$ cat src/rtl/id_ex_if.sv
// ID/EX boundary bundle: decoded ID fields, flush, forwarding sources, and the
// EX-side ALU/memory controls plus hazard status returned to the front end.
interface id_ex_if;
  // ID-side decoded instruction
  logic        id_valid;
  logic [4:0]  id_rs;
  logic [4:0]  id_rt;
  logic [4:0]  id_rd;
  logic [31:0] id_rs_data;
  logic [31:0] id_rt_data;
  logic [31:0] id_imm;
  logic [4:0]  id_shamt;
  logic [3:0]  id_alu_f;
  logic        id_alu_src;
  logic        id_reg_dst;
  logic        id_reg_write;
  logic        id_mem_read;
  logic        id_mem_write;

  logic        flush;

  // Forwarding sources from later stages
  logic        exmem_reg_write;
  logic [4:0]  exmem_rd;
  logic [31:0] exmem_result;
  logic        memwb_reg_write;
  logic [4:0]  memwb_rd;
  logic [31:0] memwb_result;

  // EX-side results
  logic [31:0] alu_a;
  logic [31:0] alu_b;
  logic [3:0]  alu_f;
  logic [4:0]  alu_shamt;
  logic        ex_valid;
  logic [4:0]  ex_dest;
  logic        ex_reg_write;
  logic        ex_mem_read;
  logic        ex_mem_write;
  logic [31:0] ex_store_data;
  logic        stall;
  logic [15:0] bubble_cnt;

  modport master (
    output id_valid, id_rs, id_rt, id_rd, id_rs_data, id_rt_data, id_imm,
           id_shamt, id_alu_f, id_alu_src, id_reg_dst, id_reg_write,
           id_mem_read, id_mem_write, flush,
           exmem_reg_write, exmem_rd, exmem_result,
           memwb_reg_write, memwb_rd, memwb_result,
    input  alu_a, alu_b, alu_f, alu_shamt, ex_valid, ex_dest, ex_reg_write,
           ex_mem_read, ex_mem_write, ex_store_data, stall, bubble_cnt
  );

  modport slave (
    input  id_valid, id_rs, id_rt, id_rd, id_rs_data, id_rt_data, id_imm,
           id_shamt, id_alu_f, id_alu_src, id_reg_dst, id_reg_write,
           id_mem_read, id_mem_write, flush,
           exmem_reg_write, exmem_rd, exmem_result,
           memwb_reg_write, memwb_rd, memwb_result,
    output alu_a, alu_b, alu_f, alu_shamt, ex_valid, ex_dest, ex_reg_write,
           ex_mem_read, ex_mem_write, ex_store_data, stall, bubble_cnt
  );
endinterface

$ cat src/rtl/id_ex_stage.sv
// ID/EX pipeline register with load-use hazard detection, bubble insertion
// and EX-stage operand forwarding from EX/MEM and MEM/WB.
module id_ex_stage (
    input  logic     clk,
    input  logic     rst_n,
    id_ex_if.slave   bus
);

    // Handshake: id_valid marks a real instruction in ID; there is no ready.
    // stall=1 means ID must hold (PC and IF/ID frozen externally) while a
    // bubble enters EX; the held instruction is captured on the next edge.

    logic        ex_valid_q;
    logic [4:0]  ex_rs_q;
    logic [4:0]  ex_rt_q;
    logic [4:0]  ex_dest_q;
    logic [31:0] ex_rs_data_q;
    logic [31:0] ex_rt_data_q;
    logic [31:0] ex_imm_q;
    logic [4:0]  ex_shamt_q;
    logic [3:0]  ex_alu_f_q;
    logic        ex_alu_src_q;
    logic        ex_reg_write_q;
    logic        ex_mem_read_q;
    logic        ex_mem_write_q;
    logic [15:0] bubble_cnt_q;

    logic        uses_rt;
    logic        stall_c;
    logic        bubble;
    logic        count_bubble;
    logic [4:0]  id_dest;
    logic [31:0] fwd_rs;
    logic [31:0] fwd_rt;

    always_comb begin
        uses_rt      = ~bus.id_alu_src | bus.id_mem_write;
        stall_c      = ~bus.flush & bus.id_valid & ex_valid_q & ex_mem_read_q &
                       (ex_dest_q != 5'd0) &
                       ((ex_dest_q == bus.id_rs) | (uses_rt & (ex_dest_q == bus.id_rt)));
        bubble       = bus.flush | stall_c | ~bus.id_valid;
        count_bubble = bus.flush | stall_c;
        id_dest      = bus.id_reg_dst ? bus.id_rd : bus.id_rt;
    end

    always_ff @(posedge clk or negedge rst_n) begin
        if (!rst_n) begin
            ex_valid_q     <= 1'b0;
            ex_rs_q        <= 5'd0;
            ex_rt_q        <= 5'd0;
            ex_dest_q      <= 5'd0;
            ex_rs_data_q   <= 32'd0;
            ex_rt_data_q   <= 32'd0;
            ex_imm_q       <= 32'd0;
            ex_shamt_q     <= 5'd0;
            ex_alu_f_q     <= 4'd0;
            ex_alu_src_q   <= 1'b0;
            ex_reg_write_q <= 1'b0;
            ex_mem_read_q  <= 1'b0;
            ex_mem_write_q <= 1'b0;
        end else if (bubble) begin
            ex_valid_q     <= 1'b0;
            ex_rs_q        <= 5'd0;
            ex_rt_q        <= 5'd0;
            ex_dest_q      <= 5'd0;
            ex_rs_data_q   <= 32'd0;
            ex_rt_data_q   <= 32'd0;
            ex_imm_q       <= 32'd0;
            ex_shamt_q     <= 5'd0;
            ex_alu_f_q     <= 4'd0;
            ex_alu_src_q   <= 1'b0;
            ex_reg_write_q <= 1'b0;
            ex_mem_read_q  <= 1'b0;
            ex_mem_write_q <= 1'b0;
        end else begin
            ex_valid_q     <= 1'b1;
            ex_rs_q        <= bus.id_rs;
            ex_rt_q        <= bus.id_rt;
            ex_dest_q      <= id_dest;
            ex_rs_data_q   <= bus.id_rs_data;
            ex_rt_data_q   <= bus.id_rt_data;
            ex_imm_q       <= bus.id_imm;
            ex_shamt_q     <= bus.id_shamt;
            ex_alu_f_q     <= bus.id_alu_f;
            ex_alu_src_q   <= bus.id_alu_src;
            // Writes to r0 are dropped here so later forwarding never sees them.
            ex_reg_write_q <= bus.id_reg_write & (id_dest != 5'd0);
            ex_mem_read_q  <= bus.id_mem_read;
            ex_mem_write_q <= bus.id_mem_write;
        end
    end

    // Counts only hazard/flush bubbles, not idle slots from id_valid=0.
    always_ff @(posedge clk or negedge rst_n) begin
        if (!rst_n) begin
            bubble_cnt_q <= 16'd0;
        end else if (count_bubble && (bubble_cnt_q != 16'hFFFF)) begin
            bubble_cnt_q <= bubble_cnt_q + 16'd1;
        end
    end

    // Forwarding: EX/MEM is younger than MEM/WB, so it wins; r0 never forwards.
    always_comb begin
        fwd_rs = ex_rs_data_q;
        if (bus.exmem_reg_write && (bus.exmem_rd == ex_rs_q) && (ex_rs_q != 5'd0))
            fwd_rs = bus.exmem_result;
        else if (bus.memwb_reg_write && (bus.memwb_rd == ex_rs_q) && (ex_rs_q != 5'd0))
            fwd_rs = bus.memwb_result;

        fwd_rt = ex_rt_data_q;
        if (bus.exmem_reg_write && (bus.exmem_rd == ex_rt_q) && (ex_rt_q != 5'd0))
            fwd_rt = bus.exmem_result;
        else if (bus.memwb_reg_write && (bus.memwb_rd == ex_rt_q) && (ex_rt_q != 5'd0))
            fwd_rt = bus.memwb_result;
    end

    assign bus.alu_a         = ex_valid_q ? fwd_rs : 32'd0;
    assign bus.alu_b         = ex_valid_q ? (ex_alu_src_q ? ex_imm_q : fwd_rt) : 32'd0;
    assign bus.ex_store_data = ex_valid_q ? fwd_rt : 32'd0;
    assign bus.alu_f         = ex_alu_f_q;
    assign bus.alu_shamt     = ex_shamt_q;
    assign bus.ex_valid      = ex_valid_q;
    assign bus.ex_dest       = ex_dest_q;
    assign bus.ex_reg_write  = ex_reg_write_q;
    assign bus.ex_mem_read   = ex_mem_read_q;
    assign bus.ex_mem_write  = ex_mem_write_q;
    assign bus.stall         = stall_c;
    assign bus.bubble_cnt    = bubble_cnt_q;

endmodule

$ cat src/flat_wrapper.sv
// flat-port wrapper written by rule: the top's interface ports become plain ports
module id_ex_stage_flat 
  (clk, rst_n, bus_id_valid, bus_id_rs, bus_id_rt, bus_id_rd, bus_id_rs_data, bus_id_rt_data, bus_id_imm, bus_id_shamt, bus_id_alu_f, bus_id_alu_src, bus_id_reg_dst, bus_id_reg_write, bus_id_mem_read, bus_id_mem_write, bus_flush, bus_exmem_reg_write, bus_exmem_rd, bus_exmem_result, bus_memwb_reg_write, bus_memwb_rd, bus_memwb_result, bus_alu_a, bus_alu_b, bus_alu_f, bus_alu_shamt, bus_ex_valid, bus_ex_dest, bus_ex_reg_write, bus_ex_mem_read, bus_ex_mem_write, bus_ex_store_data, bus_stall, bus_bubble_cnt);
  id_ex_if bus_i ();
  input  logic clk;
  input  logic rst_n;
  input wire logic [$bits(bus_i.id_valid)-1:0] bus_id_valid;
  input wire logic [$bits(bus_i.id_rs)-1:0] bus_id_rs;
  input wire logic [$bits(bus_i.id_rt)-1:0] bus_id_rt;
  input wire logic [$bits(bus_i.id_rd)-1:0] bus_id_rd;
  input wire logic [$bits(bus_i.id_rs_data)-1:0] bus_id_rs_data;
  input wire logic [$bits(bus_i.id_rt_data)-1:0] bus_id_rt_data;
  input wire logic [$bits(bus_i.id_imm)-1:0] bus_id_imm;
  input wire logic [$bits(bus_i.id_shamt)-1:0] bus_id_shamt;
  input wire logic [$bits(bus_i.id_alu_f)-1:0] bus_id_alu_f;
  input wire logic [$bits(bus_i.id_alu_src)-1:0] bus_id_alu_src;
  input wire logic [$bits(bus_i.id_reg_dst)-1:0] bus_id_reg_dst;
  input wire logic [$bits(bus_i.id_reg_write)-1:0] bus_id_reg_write;
  input wire logic [$bits(bus_i.id_mem_read)-1:0] bus_id_mem_read;
  input wire logic [$bits(bus_i.id_mem_write)-1:0] bus_id_mem_write;
  input wire logic [$bits(bus_i.flush)-1:0] bus_flush;
  input wire logic [$bits(bus_i.exmem_reg_write)-1:0] bus_exmem_reg_write;
  input wire logic [$bits(bus_i.exmem_rd)-1:0] bus_exmem_rd;
  input wire logic [$bits(bus_i.exmem_result)-1:0] bus_exmem_result;
  input wire logic [$bits(bus_i.memwb_reg_write)-1:0] bus_memwb_reg_write;
  input wire logic [$bits(bus_i.memwb_rd)-1:0] bus_memwb_rd;
  input wire logic [$bits(bus_i.memwb_result)-1:0] bus_memwb_result;
  output wire logic [$bits(bus_i.alu_a)-1:0] bus_alu_a;
  output wire logic [$bits(bus_i.alu_b)-1:0] bus_alu_b;
  output wire logic [$bits(bus_i.alu_f)-1:0] bus_alu_f;
  output wire logic [$bits(bus_i.alu_shamt)-1:0] bus_alu_shamt;
  output wire logic [$bits(bus_i.ex_valid)-1:0] bus_ex_valid;
  output wire logic [$bits(bus_i.ex_dest)-1:0] bus_ex_dest;
  output wire logic [$bits(bus_i.ex_reg_write)-1:0] bus_ex_reg_write;
  output wire logic [$bits(bus_i.ex_mem_read)-1:0] bus_ex_mem_read;
  output wire logic [$bits(bus_i.ex_mem_write)-1:0] bus_ex_mem_write;
  output wire logic [$bits(bus_i.ex_store_data)-1:0] bus_ex_store_data;
  output wire logic [$bits(bus_i.stall)-1:0] bus_stall;
  output wire logic [$bits(bus_i.bubble_cnt)-1:0] bus_bubble_cnt;
  assign bus_i.id_valid = bus_id_valid;
  assign bus_i.id_rs = bus_id_rs;
  assign bus_i.id_rt = bus_id_rt;
  assign bus_i.id_rd = bus_id_rd;
  assign bus_i.id_rs_data = bus_id_rs_data;
  assign bus_i.id_rt_data = bus_id_rt_data;
  assign bus_i.id_imm = bus_id_imm;
  assign bus_i.id_shamt = bus_id_shamt;
  assign bus_i.id_alu_f = bus_id_alu_f;
  assign bus_i.id_alu_src = bus_id_alu_src;
  assign bus_i.id_reg_dst = bus_id_reg_dst;
  assign bus_i.id_reg_write = bus_id_reg_write;
  assign bus_i.id_mem_read = bus_id_mem_read;
  assign bus_i.id_mem_write = bus_id_mem_write;
  assign bus_i.flush = bus_flush;
  assign bus_i.exmem_reg_write = bus_exmem_reg_write;
  assign bus_i.exmem_rd = bus_exmem_rd;
  assign bus_i.exmem_result = bus_exmem_result;
  assign bus_i.memwb_reg_write = bus_memwb_reg_write;
  assign bus_i.memwb_rd = bus_memwb_rd;
  assign bus_i.memwb_result = bus_memwb_result;
  assign bus_alu_a = bus_i.alu_a;
  assign bus_alu_b = bus_i.alu_b;
  assign bus_alu_f = bus_i.alu_f;
  assign bus_alu_shamt = bus_i.alu_shamt;
  assign bus_ex_valid = bus_i.ex_valid;
  assign bus_ex_dest = bus_i.ex_dest;
  assign bus_ex_reg_write = bus_i.ex_reg_write;
  assign bus_ex_mem_read = bus_i.ex_mem_read;
  assign bus_ex_mem_write = bus_i.ex_mem_write;
  assign bus_ex_store_data = bus_i.ex_store_data;
  assign bus_stall = bus_i.stall;
  assign bus_bubble_cnt = bus_i.bubble_cnt;
  id_ex_stage u_core (.clk(clk), .rst_n(rst_n), .bus(bus_i));
endmodule
$ cat config.mk
export PLATFORM = sky130hd
export DESIGN_NAME = id_ex_stage_flat
export DESIGN_NICKNAME = d
export VERILOG_FILES = /design/src/rtl/id_ex_if.sv /design/src/rtl/id_ex_stage.sv /design/src/flat_wrapper.sv
export SDC_FILE = /design/constraint.sdc
export NUM_CORES = 1
export LEC_CHECK = 0
export CORE_MARGIN = 2
export CORE_UTILIZATION = 45
export DETAILED_ROUTE_END_ITERATION = 10
export PLACE_DENSITY = 0.9
export SLEW_MARGIN = 30
export SYNTH_ARGS = -nofsm -noshare
export SYNTH_HDL_FRONTEND = slang
export SYNTH_SLANG_ARGS = --single-unit
$ cat constraint.sdc
create_clock -name clk -period 5.6 [get_ports clk]
set_input_delay 1.12 -clock clk [delete_from_list [all_inputs] [get_ports clk]]
set_output_delay 1.12 -clock clk [all_outputs]
set_load 0.01 [all_outputs]
==> results.yml <==
status:
  status: "finished clean"
global_routing:
  grt_pass1_wl_um: 37170
  grt.total_usage_pct: 27.63
  antenna_found_initial: 0
  grt_overflow_total: 0
  grt_start_max_net_pins: 103
  first_global_vias: 6669
timing:
  setup_viol: 0
  fin_crit_sh_pct: 90.87
  tightestPinTransition_ps: 896.8
  slew_viol_final: 0
  finalHoldViolations: 0
  timing.fmax_mhz: 196.5
  skew_ps: 8.186
  slew_headroom_pct: 40.09
  rsz0062_at_grt: "false"
  fin_setup_tns_ps: 0
  finalCriticalPeriod_ps: 5089
critical_path:
  r2r_setup_slack_ps: 3040
  worstPathArrival_ps: 3970
  crit_top_cell: "clkdlybuf4s50_1"
  crit_chain: "clkdlybuf4s50_1 > xnor2_1 > nand4_1 > nor4_4 > buf_4 > mux2i_1 > a21oi_1 > a22o_1 > clkdlybuf4s50_1"
  worstPathRequired_ps: 4480
  start_kind: "input port"
  endpoint_kind: "output pin"
  critical_path.slowest_cell: "nor4_4"
  worstSetupPathType: "input port to output pin"
  crit_fanout: 8
  cp_slowest_stage_delay_ps: 640
clock_network:
  post_cts_buffers: 0
  hold_buffers: 0
  clock_latency_ps: 420
  ctsResizeCount: 0
  cts_root_buf: "clkbuf_16"
  cts.path.max_buffers: 2
  cts_tree: "yes"
  cts_buffers: 17
  path_clk_slew_ps: 60
  cts_num_sinks: 141
  htreeDepth: 4
route:
  first_pass_iters: 5
  vias: 6500
  via_per_inst: 5.250
  drc: 0
  antenna_left: 0
  drt_wl_total_um: 23880
  drtIter0Drc: 320
  wire_per_inst_um: 19.29
synthesis:
  syn-cell-area_um2: 7366
  ys_seq_elements: 141
  synth.yosys.seq_area_share_pct: 47.90
  synth.area.top_cells: "dfrtp_1, and2_1, mux2i_1"
  synth_ff_type: "dfrtp_1"
  synth_compound_area_share_pct: 11.38
  synth_top_area_share_pct: 47.90
  syn_inst: 694
  avgSynthCellArea_um2: 10.61
  yosys.area_share.adder_pct: 0.1699
  synthMuxAreaShare_pct: 9.682
  synth_cell_type_count: 42
  synth_warnings: 0
  synth_top_area_cell: "dfrtp_1"
  synth_xor_xnor_area_share_pct: 4.994
  synth.most_common_cell: "and2_1"
  synth_top_family_by_area: "simple AND/OR/NAND/NOR gates"
  synth_edf_count: 0
  mappedNetlistNets: 900
  yosys-top-cells-count: "and2_1, dfrtp_1, mux2i_1"
  yosys.area_share.simple_pct: 21.45
  async_flop_share_pct: 100.0
placed_design:
  place_congestion: 0.9898
  portBuffers: 335
  dp_hpwl_um: 17510
  dp.cells: 1205
  placed_area_um2: 10790
cells_and_area:
  post-route-util_pct: 71.35
  areaGrowthSynthToFinish_pct: 54.44
  fin_nets: 1215
  fin_cells: 1238
  drive_gt1_share_pct: 5.382
  diodes: 0
  postLayoutCellArea_um2: 11380
die:
  ios: 336
  fp.coreArea_um2: 15940
  dieHeight_um: 131.9
  initial_core_util_pct: 46.20
  rows: 46
  die_w_um: 131.9
  die-area_um2: 17410
power_and_ir_drop:
  power.density_nw_per_um2: 242.1
  power_leakage_nw: 5.107
  peakVddDrop_uv: 266.1
run:
  cap_violations: 0
min_path:
  hp-class: "register to register"
## worst paths after layout
path,startpoint,endpoint,depth (start not counted)
min,u_core.bus.bubble_cnt[10],u_core.bus.bubble_cnt[10],1
max reg2reg,u_core.bus.ex_dest[1],u_core.ex_rs_data_q[23],7
max in group asynchronous,rst_n,u_core.ex_rt_data_q[30],2
min reg2reg,u_core.bus.bubble_cnt[10],u_core.bus.bubble_cnt[10],1
max,bus_memwb_rd[0],bus_alu_b[7],9
min in group asynchronous,rst_n,u_core.bus.bubble_cnt[0],1
## flip-flops by register name (all words and copies together), names as in the netlist, 4 cells and up
signal	flops
u_core.ex_imm_q	32
u_core.ex_rs_data_q	32
u_core.ex_rt_data_q	32
u_core.bus.bubble_cnt	16
u_core.bus.alu_shamt	5
u_core.bus.ex_dest	5
u_core.ex_rs_q	5
u_core.ex_rt_q	5
u_core.bus.alu_f	4
## per-stage QoR
step	hold WS (ps)	setup WS, ps	total power, mW
2_1_floorplan	521.3	2071	1.359
3_3_place_gp	477.1	535.9	1.683
3_5_place_dp	490.6	478.7	1.697
4_1_cts	507.8	482.7	2.774
5_1_grt	523.1	349.3	2.870
6_report	506.8	511.1	2.755
## routing by layer
layer  part of all wire (%)  vias to the layer above  wire length [um]  global-route usage, %
li1                       -                     3013                 -                      -
met1                     39                     3107              9270                  31.72
met2                     49                      316             11730                  46.73
met3                    8.1                       64              1943                  8.651
met4                    3.9                        0               931                  13.65
met5                      0                        -                 0                      0
## kinds of logic (layout without fill, tap and decap cells)
group | count (synthesis) | after routing
compound gates | 105 | 105
mux | 71 | 71
xor+xnor | 42 | 42
flops | 141 | 141
buf+inv | 55 | 383
fa+ha+maj | 1 | 1
simple gates | 279 | 279
## placed cells by master (no fill, tap or decap), drive strengths merged, types with 2 or more instances in the layout
master | Yosys | layout
nor4 | 6 | 6
mux2i | 69 | 69
o31ai | 4 | 4
nor2b | 6 | 6
clkinvlp | 0 | 5
xnor2 | 22 | 22
buf | 31 | 13
a21oi | 32 | 32
inv | 3 | 6
clkdlybuf4s50 | 0 | 334
a22o | 31 | 31
nand3 | 8 | 8
and3 | 3 | 3
xor2 | 20 | 20
nor3 | 8 | 8
or4 | 5 | 5
mux2 | 2 | 2
nand4 | 6 | 6
dfrtp | 141 | 141
nor2 | 38 | 38
o211a | 32 | 32
clkinv | 0 | 3
nor4b | 2 | 2
a31oi | 2 | 2
and2 | 152 | 152
clkbuf | 21 | 21
nand2 | 40 | 40
## where the power goes
| group | leakage, nW | switching [mW] | internal [mW] |
|---|---|---|---|
| Sequential | 1.87 | 0.0691 | 1.09 |
| Combinational | 2.97 | 0.211 | 0.312 |
| Clock | 0.259 | 0.446 | 0.625 |
| Total | 5.11 | 0.726 | 2.03 |
## area by class of cell
cell class / count / area, um^2
multi-input cells: 498 / 3526
inverters: 3 / 11.26
well taps: 216 / 270.3
clock inverters: 12 / 112.6
fillers: 1116 / 4567
flip-flops and latches: 141 / 3530
repair buffers: 348 / 3480
clock buffers: 20 / 446.7
## worst max-delay path, delay by kind of cell
kind                   cells  cell delay (ps)
XOR/XNOR                   1              140
buffers and inverters      3             1350
multiplexers               1               90
AND/OR/NAND/NOR            2              820
AO/OA/AOI/OAI              2              440
(Power assumes the default switching activity.)
